**src/rtl/key_search_ctrl.sv**
```systemverilog
// key_search_ctrl: brute-force key sequencer for the arcfour core.
// Steps key_reg through [KEY_START, KEY_END]. For each key it launches the core,
// waits for core_finished, then streams the decrypted message out of the RAM.
// It stops on the first key whose plaintext is only lowercase letters and spaces,
// or when the range runs out. Every output is a flop. Next-state values are
// computed in one combinational process and loaded together, so the flags change
// in the same cycle that the state is entered.
module key_search_ctrl #(
  parameter int unsigned      KEY_W     = 24,
  parameter logic [KEY_W-1:0] KEY_START = '0,
  parameter logic [KEY_W-1:0] KEY_END   = 24'h3FFFFF,
  parameter int unsigned      MSG_LEN   = 32,
  parameter int unsigned      ADDR_W    = 5
) (
  input  logic              i_clk,
  input  logic              i_rst_n,
  input  logic              i_go,
  output logic [KEY_W-1:0]  o_core_key,
  output logic              o_core_start,
  input  logic              i_core_finished,
  output logic [ADDR_W-1:0] o_msg_addr,
  input  logic [7:0]        i_msg_data,
  output logic              o_busy,
  output logic              o_found,
  output logic              o_exhausted,
  output logic [KEY_W-1:0]  o_found_key
);

  // Last legal RAM address. The scan counter runs one past it, because the final
  // byte is only checked in the cycle after its address is issued.
  localparam logic [ADDR_W-1:0] LAST_ADDR = ADDR_W'(MSG_LEN - 1);
  localparam logic [ADDR_W:0]   SCAN_LAST = (ADDR_W + 1)'(MSG_LEN);

  typedef enum logic [2:0] {
    S_IDLE,
    S_LAUNCH,
    S_WAIT_CORE,
    S_SCAN,
    S_NEXT,
    S_DONE
  } state_t;

  state_t            r_state;
  state_t            w_state_next;

  logic [KEY_W-1:0]  r_key;
  logic [KEY_W-1:0]  w_key_next;
  logic              r_core_start;
  logic              w_core_start_next;
  logic [ADDR_W-1:0] r_msg_addr;
  logic [ADDR_W-1:0] w_msg_addr_next;
  logic [ADDR_W:0]   r_scan_cnt;
  logic [ADDR_W:0]   w_scan_cnt_next;
  logic              r_busy;
  logic              w_busy_next;
  logic              r_found;
  logic              w_found_next;
  logic              r_exhausted;
  logic              w_exhausted_next;
  logic [KEY_W-1:0]  r_found_key;
  logic [KEY_W-1:0]  w_found_key_next;

  logic              w_byte_ok;
  logic              w_byte_checked;

  // Plaintext alphabet: space or 'a'..'z'. The neighbours 8'h60 and 8'h7B are rejected.
  assign w_byte_ok = (i_msg_data == 8'h20) ||
                     ((i_msg_data >= 8'h61) && (i_msg_data <= 8'h7A));

  // The RAM has one cycle of read latency. Scan cycle 0 only issues address 0;
  // every later scan cycle sees the byte for the previous address.
  assign w_byte_checked = (r_scan_cnt != '0);

  // State register. An asynchronous reset returns to IDLE from any state.
  always_ff @(posedge i_clk or negedge i_rst_n) begin
    if (!i_rst_n) begin
      r_state <= S_IDLE;
    end else begin
      r_state <= w_state_next;
    end
  end

  // Next-state and next-output logic. Defaults hold every register.
  always_comb begin
    w_state_next     = r_state;
    w_key_next       = r_key;
    w_msg_addr_next  = r_msg_addr;
    w_scan_cnt_next  = r_scan_cnt;
    w_found_next     = r_found;
    w_exhausted_next = r_exhausted;
    w_found_key_next = r_found_key;

    case (r_state)
      S_IDLE, S_DONE: begin
        // go is only looked at here. A restart from DONE behaves like a start from IDLE.
        if (i_go) begin
          w_state_next     = S_LAUNCH;
          w_key_next       = KEY_START;
          w_found_next     = 1'b0;
          w_exhausted_next = 1'b0;
        end
      end

      S_LAUNCH: begin
        // Unconditional. An early core_finished cannot shorten the start pulse.
        w_state_next = S_WAIT_CORE;
      end

      S_WAIT_CORE: begin
        if (i_core_finished) begin
          w_state_next    = S_SCAN;
          w_scan_cnt_next = '0;
          w_msg_addr_next = '0;
        end
      end

      S_SCAN: begin
        if (w_byte_checked && !w_byte_ok) begin
          // Early abort. The address register freezes, so no further reads are issued.
          w_state_next = S_NEXT;
        end else if (r_scan_cnt == SCAN_LAST) begin
          // The last byte checked clean, so this key is the answer.
          w_state_next     = S_DONE;
          w_found_next     = 1'b1;
          w_found_key_next = r_key;
        end else begin
          w_scan_cnt_next = r_scan_cnt + 1'b1;
          // The address saturates at the last byte while that byte is still in flight.
          if (r_msg_addr != LAST_ADDR) begin
            w_msg_addr_next = r_msg_addr + 1'b1;
          end
        end
      end

      S_NEXT: begin
        if (r_key == KEY_END) begin
          w_state_next     = S_DONE;
          w_exhausted_next = 1'b1;
        end else begin
          w_key_next   = r_key + 1'b1;
          w_state_next = S_LAUNCH;
        end
      end

      default: begin
        w_state_next = S_IDLE;
      end
    endcase

    // These are decoded from the next state, so the registered outputs line up with state entry.
    w_core_start_next = (w_state_next == S_LAUNCH) || (w_state_next == S_WAIT_CORE);
    w_busy_next       = (w_state_next != S_IDLE) && (w_state_next != S_DONE);
  end

  // Output and datapath registers. Reset clears core_start immediately, without waiting for a clock edge.
  always_ff @(posedge i_clk or negedge i_rst_n) begin
    if (!i_rst_n) begin
      r_key        <= KEY_START;
      r_core_start <= 1'b0;
      r_msg_addr   <= '0;
      r_scan_cnt   <= '0;
      r_busy       <= 1'b0;
      r_found      <= 1'b0;
      r_exhausted  <= 1'b0;
      r_found_key  <= '0;
    end else begin
      r_key        <= w_key_next;
      r_core_start <= w_core_start_next;
      r_msg_addr   <= w_msg_addr_next;
      r_scan_cnt   <= w_scan_cnt_next;
      r_busy       <= w_busy_next;
      r_found      <= w_found_next;
      r_exhausted  <= w_exhausted_next;
      r_found_key  <= w_found_key_next;
    end
  end

  assign o_core_key   = r_key;
  assign o_core_start = r_core_start;
  assign o_msg_addr   = r_msg_addr;
  assign o_busy       = r_busy;
  assign o_found      = r_found;
  assign o_exhausted  = r_exhausted;
  assign o_found_key  = r_found_key;

endmodule
```
**config.mk**
```make
export PLATFORM = sky130hd
export DESIGN_NAME = key_search_ctrl
export DESIGN_NICKNAME = d
export VERILOG_FILES = /design/src/rtl/key_search_ctrl.sv
export SDC_FILE = /design/constraint.sdc
export NUM_CORES = 1
export LEC_CHECK = 0
export BUFFER_PORTS_ARGS = -buffer_cell sky130_fd_sc_hd__buf_2
export CAP_MARGIN = 0
export CORE_MARGIN = 2
export CORE_UTILIZATION = 59
export DETAILED_ROUTE_END_ITERATION = 6
export MAX_ROUTING_LAYER = met4
export PLACE_DENSITY = 0.85
export SYNTH_ARGS = -nofsm -noshare
export SYNTH_HDL_FRONTEND = slang
export SYNTH_SLANG_ARGS = --single-unit
```
**constraint.sdc**
```tcl
create_clock -name i_clk -period 5.4 [get_ports i_clk]
set_clock_uncertainty 0.05 [all_clocks]
set_input_delay 0.27 -clock i_clk [delete_from_list [all_inputs] [get_ports i_clk]]
set_output_delay 0.27 -clock i_clk [all_outputs]
set_load 0.02 [all_outputs]
```
After elaboration in Yosys (flattened, before gate mapping)
Cells that the tools add are included.

Flip-flop bits (word level): 66. Bits of input ports: 12. Output and inout bits: 57. Logic and storage cells: 78.

Add/sub/neg operators: 3. Order comparisons: 2. Equality and inequality tests: 20. Mux-type cells: 24. Bitwise operators: 1. Reductions and logical operators: 19.

Operator list (count): $mux W24 (2); $pmux W24 S2 (1); $add A24 B1 Y24 const B (1); $eq A24 B22 Y1 const B (1); $mux W5 (4); $mux W6 (3); $ne A2 B2 Y1 const B (8); $mux W3 (5); $pmux W3 S5 (1); $pmux W6 S2 (1); $pmux W5 S2 (1); $eq A3 B2 Y1 const B (3); $reduce_and A3 Y1 (3); $eq A8 B6 Y1 const B (1); $ge A8 B7 Y1 const B (1); $le A8 B7 Y1 const B (1); $reduce_and A4 Y1 (2); $add A6 B1 Y6 const B (1); $eq A3 B1 Y1 const B (2); $eq A3 B3 Y1 const B (2); $eq A6 B6 Y1 const B (1); $reduce_bool A2 Y1 (3); $reduce_bool A6 Y1 (1); $add A5 B1 Y5 const B (1); other kinds (12) (19).

Logic depth before layout (Yosys ltp)
Gate-level depths: netlist of the first run.

Word-level depth: 9. Mapped depth: 10. Mapped depth without buffers: 9.

Least setup slack after synthesis of the first run
OpenSTA, ideal clock, no wires.

Path type: reg-to-reg. Start: reg r_scan_cnt[0] (netlist name). End: reg r_key[23] (netlist: o_core_key[23]). Setup time: 78 ps. Arrival: 2476 ps. Data required time: 5272 ps. Path slack: 2796 ps. Cell stages (with the launch flop): 9. Path through: dfrtp_1 -> inv_1 -> ha_1 -> or4b_1 -> o21ai_0 -> o21ai_2 -> or3_4 -> or4_1 -> a21oi_1.

RTL lines: end signal: assignment (line 167) `r_key <= w_key_next;`; end: declaration (line 46) `logic [KEY_W-1:0] r_key;`.

==> flow_summary.yaml, run 1 <==
outcome:
  status: "completed"
clock_tree:
  cts-resized-gates: 0
  cts_root_buf: "clkbuf_8"
  cts_tree: "done"
  htreeDepth: 3
  clk_pin_slew_ns: 0.07
  hold_buffers: 0
  clk_path_buf_depth: 2
  post_cts_buffers: 0
  cts_buffers: 9
  clock_latency_ns: 0.34
  clock_sinks: 66
logic_synthesis:
  syn_inst: 327
  synth.top_cell.area_share_pct: 49.3
  ys_seq_area_share_pct: 49.3
  synth-async-reset-ratio_pct: 100
  synth_area_leaders: "dfrtp_1, mux2_2, nor2_1"
  ys_top_cells_by_count: "dfrtp_1, nor2_1, nand2_1"
  synth_area_um2: 3350
  syn-num-nets: 344
  yosysMostFrequentCell: "dfrtp_1"
  synth_warnings: 0
  ys.flop_type: "dfrtp_1"
  yosysUniqueCellTypes: 52
  yosys.area.top_type: "dfrtp_1"
  synth-seq-cells: 66
  syn_avg_cell_area_um2: 10.2
  synth-edff-count: 0
detailed_routing:
  antenna_left: 0
  wl_per_cell_um: 15.6
  drt_iter0_drc: 323
  viasPerCell: 5.93
  drt_wl_total_mm: 7.38
  drtPass1Iterations: 4
  dr_total_vias: 2800
  remaining_drc_errors: 0
timing:
  fin_tns_setup_ns: 0
  setup_slack_ns: 2.00
  rsz0062_at_grt: "false"
  hold_viol_final: 0
  setup_viol: 0
  post-route-min-period_ns: 3.40
  slew_headroom_pct: 13.3
  drv_slew: 0
  timing.final.crit_share_pct: 62.9
  tightest_slew_ns: 1.29
  fmax_mhz: 294
setup_path:
  cp_num_buf_inv: 1
  end_kind: "flip-flop"
  crit_path_top_delay_cell: "nor3_1"
  required_ns: 5.58
  crit_family: "simple AND/OR/NAND/NOR gates"
  critPathKind: "flip-flop to flip-flop"
  worstPathMaxFanout: 16
  critical_path.max_stage_delay_ns: 1.08
  arrival_ns: 3.58
  cp-start-kind: "flip-flop"
  path_cells: "inv_1 > ha_1 > or4b_1 > o21ai_0 > o21ai_2 > nor3_1 > a21oi_1 > a31o_2"
flow_run:
  cap_violations: 0
layout:
  antenna_cells: 0
  final_core_util_pct: 71.9
  drive_gt1_share_pct: 32.0
  synthToLayoutAreaGrowth_pct: 18.3
  fin_nets: 412
global_route:
  gr-total-overflow: 0
  grt_pass1_wl_mm: 12.3
  grt_pass1_vias: 2613
  antenna_found_initial: 0
  track_usage_pct: 26.1
  grt_max_degree: 67
floorplanning:
  chipHeight_um: 79.3
  die_x_um: 79.3
  io_pins: 69
  start_util_pct: 60.8
  num_rows: 27
  coreArea_um2: 5510
  die-area_um2: 6290
min_path:
  hp-class: "input pin to async pin"
placed_design:
  place_ws_ns: 2.12
  io_buffers: 68
  hpwl_mm: 5.12
  gp_congestion: 0.861
power_and_ir_drop:
  power_density_nw_per_um2: 394
  total_leakage_power_nw: 1.99
  ir_worst_vdd_v: 0.000273
stage by stage:
| step | total power (W) | cells | instance area [µm²] | hold WS, ns |
|---|---|---|---|---|
| CTS | 0.00156 | 472 | 3960 | 0.0888 |
| global route | 0.00164 | 472 | 3960 | 0.140 |
| floorplan | 0.000978 | 327 | 3350 | -0.0756 |
| detailed placement | 0.00110 | 456 | 3740 | 0.434 |
| global placement | 0.00108 | 456 | 3740 | 0.405 |
| finish | 0.00156 | 472 | 3960 | 0.0569 |
routing by layer:
metal	vias up	global-route usage (%)	wire length [µm]
met5	-	-	0
met4	0	15.3	204
met3	26	4.55	405
met2	109	40.9	3610
met1	1350	31.9	3160
li1	1315	-	-
path summary, 6_finish.rpt:
kind	start	to	slack [ns]	depth (start not counted)
setup / recovery	r_scan_cnt[0]$_DFFE_PN0P_	o_core_key[5]$_DFFE_PN0P_	2.00	8
hold reg to reg	o_exhausted$_DFFE_PN0P_	o_exhausted$_DFFE_PN0P_	0.44	2
hold / removal	i_rst_n	o_core_start$_DFF_PN0_	0.06	2
setup reg to reg	r_scan_cnt[0]$_DFFE_PN0P_	o_core_key[5]$_DFFE_PN0P_	2.00	8
min in group i_clk	i_go	o_busy$_DFF_PN0_	0.32	4
max in group asynchronous	i_rst_n	o_core_key[12]$_DFFE_PN0P_	4.72	2
logic make-up (layout without fill, tap and decap cells):
group                      count (synthesis)  count (layout)  synth area share (%)
muxes                                     30              30                  10.0
adders and majority gates                  5               5                  1.87
xor gates and xnor gates                  14              14                  3.66
AOI/OAI and AO/OA                         45              45                  10.4
and+or+nand+nor                          143             143                  21.9
DFF                                       66              66                  49.3
buffers and inverters                     24              97                  2.77
final cells by class:
class	count	area, µm²
repair buffers	70	355
inverters	11	41.3
multi-input cells	237	1600
clock inverters	5	77.6
fillers	399	1550
well taps	72	90.1
flip-flops and latches	66	1650
clock buffers	11	141
report_power, final:
| part | switching [W] | leakage [nW] | total (W) | internal [W] |
|---|---|---|---|---|
| Combinational | 0.000340 | 0.973 | 0.000501 | 0.000161 |
| Sequential | 0.0000625 | 0.907 | 0.000601 | 0.000538 |
| Clock | 0.000187 | 0.109 | 0.000458 | 0.000271 |
| Total | 0.000589 | 1.99 | 0.00156 | 0.000971 |
worst reg2reg max path: cells and delay by family (launching register included):
| family | cells | cell delay (ns) |
|---|---|---|
| and+or+nand+nor | 2 | 1.59 |
| AOI/OAI and AO/OA | 4 | 1.01 |
| DFF | 1 | 0.42 |
| adders and majority gates | 1 | 0.16 |
| buffers and inverters | 1 | 0.07 |
sequential cells by signal, indices dropped and copies added, names as in the netlist:
| signal | count |
|---|---|
| r_scan_cnt | 6 |
| o_core_key | 24 |
| o_exhausted | 1 |
| r_state | 3 |
| o_found | 1 |
| o_msg_addr | 5 |
| o_found_key | 24 |
| o_busy | 1 |
| o_core_start | 1 |
cells in the final DEF (no fill, tap or decap), types with 3 or more instances in the layout:
cell and count:
inv_1 10, a31o_2 5, clkbuf_8 10, or2_2 3, buf_2 68, a21oi_1 12
nand2b_1 4, xnor2_1 14, ha_1 5, mux2i_1 4, and3_1 3, nand2_1 29
nor4_1 10, nand3_1 16, nor3_1 8, o21ai_0 6, nor2b_1 4, nand4_1 8
nor2_1 43, dfrtp_1 66, mux2_2 25
Power figures use the tool's default switching activity.
==> inputs of run 2 (changes only) <==
--- a/config.mk
+++ b/config.mk
@@ -5,13 +5,14 @@
 export SDC_FILE = /design/constraint.sdc
 export NUM_CORES = 1
 export LEC_CHECK = 0
+export ABC_AREA = 1
 export BUFFER_PORTS_ARGS = -buffer_cell sky130_fd_sc_hd__buf_2
 export CAP_MARGIN = 0
 export CORE_MARGIN = 2
-export CORE_UTILIZATION = 59
+export CORE_UTILIZATION = 55
 export DETAILED_ROUTE_END_ITERATION = 6
 export MAX_ROUTING_LAYER = met4
-export PLACE_DENSITY = 0.85
+export PLACE_DENSITY = 0.8
 export SYNTH_ARGS = -nofsm -noshare
 export SYNTH_HDL_FRONTEND = slang
 export SYNTH_SLANG_ARGS = --single-unit
==> constraint.sdc (replaced) <==
create_clock -name i_clk -period 3.4 [get_ports i_clk]
set_clock_uncertainty 0.05 [all_clocks]
set_input_delay 0.17 -clock i_clk [delete_from_list [all_inputs] [get_ports i_clk]]
set_output_delay 0.17 -clock i_clk [all_outputs]
set_load 0.02 [all_outputs]
==> flow_summary.yaml, run 2 <==
clock_tree:
  hold_buffers: 1
  cts_root_buf: "clkbuf_8"
  htreeDepth: 3
  clk_path_buf_depth: 2
  cts-resized-gates: 0
  post_cts_buffers: 0
  clock_latency_ns: 0.34
  cts_buffers: 9
  clk_pin_slew_ns: 0.07
  clock_sinks: 66
  cts_tree: "done"
logic_synthesis:
  synth_simple_gate_area_share_pct: 27.5
  synth_area_leaders: "dfrtp_1, nand2_1, nand3_1"
  synth-edff-count: 0
  yosysMostFrequentCell: "nand2_1"
  synth-async-reset-ratio_pct: 100
  synth_top_family_by_area: "simple AND/OR/NAND/NOR gates"
  yosys.area.top_type: "dfrtp_1"
  synth.top_cell.area_share_pct: 46.8
  ys_seq_area_share_pct: 46.8
  syn-num-nets: 459
  synthMuxAreaShare_pct: 0
  synth-seq-cells: 66
  syn_inst: 442
  syn_avg_cell_area_um2: 7.99
  yosysUniqueCellTypes: 30
  synth_area_um2: 3530
  synth_warnings: 0
  synthAdderAreaFrac_pct: 1.77
  synth_xor_area_share_pct: 4.71
  synth_compound_area_share_pct: 11.5
  ys_top_cells_by_count: "nand2_1, dfrtp_1, inv_1"
  ys.flop_type: "dfrtp_1"
power_and_ir_drop:
  seq_power_share_pct: 39.2
  power_density_nw_per_um2: 537
  power_w: 0.00224
  total_leakage_power_nw: 2.06
  intPower_w: 0.00145
  ir_worst_vdd_v: 0.000337
  p_sw_share_pct: 35.3
  p_clk_share_pct: 34.9
  combPwrFrac_pct: 25.9
  switchingPower_w: 0.000790
setup_path:
  rr_worst_depth: 9
  arrival_ns: 2.72
  critPathKind: "flip-flop to flip-flop"
  required_ns: 3.56
  r2r-start: "r_state[2]$_DFF_PN0_"
  end_kind: "flip-flop"
  cp-start-kind: "flip-flop"
  rr_endpoint: "o_found_key[8]$_DFFE_PN0P_"
  worstPathMaxFanout: 24
  rrSetupSlack_ns: 0.84
layout:
  antenna_cells: 0
  drive_gt1_share_pct: 23.4
  nFillCells: 513
  final_area_um2: 4170
  synthToLayoutAreaGrowth_pct: 18.2
  final_core_util_pct: 66.5
  fin_nets: 533
  final_cell_mix: "nand2_1, buf_2, dfrtp_1"
  final_common_cell: "nand2_1"
placed_design:
  gp_congestion: 0.923
  io_buffers: 68
  place_ws_ns: 0.872
  hpwl_mm: 6.31
  place_area_um2: 3930
timing:
  hold_viol_final: 0
  fmax_mhz: 391
  slew_headroom_pct: 36.2
  tightest_slew_ns: 0.955
  drv_slew: 0
  fin_tns_setup_ns: 0
  timing.final.crit_share_pct: 75.2
  rsz0062_at_grt: "false"
  setup_slack_ns: 0.842
  setup_viol: 0
  post-route-min-period_ns: 2.56
detailed_routing:
  drt_wl_total_mm: 8.88
  viasPerCell: 5.52
  drtPass1Iterations: 5
  drt_iter0_drc: 245
  antenna_left: 0
  wl_per_cell_um: 14.8
  remaining_drc_errors: 0
  dr_total_vias: 3300
floorplanning:
  coreArea_um2: 6280
  chipHeight_um: 84.1
  io_pins: 69
  num_rows: 29
  die_x_um: 84.1
  die-area_um2: 7080
  start_util_pct: 56.3
global_route:
  gr-total-overflow: 0
  track_usage_pct: 27.8
  antenna_found_initial: 0
  grt_pass1_wl_mm: 15.4
  grt_max_degree: 67
  grt_pass1_vias: 3248
flow_run:
  cap_violations: 0
min_path:
  min-delay-start: "i_core_finished"
  hp-class: "input pin to flip-flop"
  hold_depth: 5
  worstHoldEndpoint: "r_state[0]$_DFF_PN0_"
outcome:
  status: "completed"
## run 2: logic make-up (layout without fill, tap and decap cells)
kind of cell	count (synthesis)	after routing
compound gates	65	65
xor+xnor	19	19
fa+ha+maj	5	5
buf+inv	64	143
flops	66	66
simple gates	223	223
## run 2: power by group through the flow
stage / Clock, W / Sequential (W) / Combinational, W
6_report: 0.000781 / 0.000879 / 0.000580
5_1_grt: 0.000828 / 0.000887 / 0.000642
4_1_cts: 0.000785 / 0.000879 / 0.000575
3_3_place_gp: 0 / 0.000890 / 0.000551
2_1_floorplan: 0 / 0.000913 / 0.000434
3_5_place_dp: 0 / 0.000893 / 0.000570
## run 2: how the worst max path moves through the flow
stage / to / slack (ns) / startpoint
after floorplan: o_core_key[9]$_DFFE_PN0P_ / 1.40 / o_core_key[0]$_DFFE_PN0P_
after global placement: o_found_key[5]$_DFFE_PN0P_ / 0.91 / r_state[2]$_DFF_PN0_
after detailed placement: o_found_key[8]$_DFFE_PN0P_ / 0.87 / r_state[2]$_DFF_PN0_
after CTS: o_found_key[8]$_DFFE_PN0P_ / 0.85 / r_state[2]$_DFF_PN0_
after global routing: o_found_key[8]$_DFFE_PN0P_ / 0.68 / r_state[2]$_DFF_PN0_
final: o_found_key[8]$_DFFE_PN0P_ / 0.84 / r_state[2]$_DFF_PN0_
## run 2: metal layers
layer | routed length, µm | GRT usage (%) | up-vias
li1 | - | - | 1589
met1 | 3970 | 38.0 | 1521
met2 | 4110 | 41.4 | 158
met3 | 569 | 5.11 | 32
met4 | 225 | 11.1 | 0
met5 | 0 | - | -
## run 2: area by class of cell
cell class,count,area [µm²],share of cell area [%]
timing repair buffer,73,380,9.11
clock buffer,12,165,3.96
sequential,66,1650,39.6
tap,77,96.3,2.31
clock inverter,4,72.6,1.74
inverter,54,203,4.86
multi-input combinational,312,1610,38.5
## run 2: stage by stage
step,instances,hold WS (ns)
after floorplan,442,-0.176
after global placement,581,0.363
after detailed placement,581,0.362
after CTS,598,0.244
after global routing,598,0.293
final,598,0.264
## run 2: worst max-delay path, stage by stage (launching register included)
cell and delay (ns):
dfrtp_1 0.43, inv_2 0.09, nand2_1 0.09, nor2_4 0.19, inv_2 0.11, nor2_2 0.16, nand3_1 0.68, buf_4 0.48
nand2_1 0.07, o21ai_1 0.08
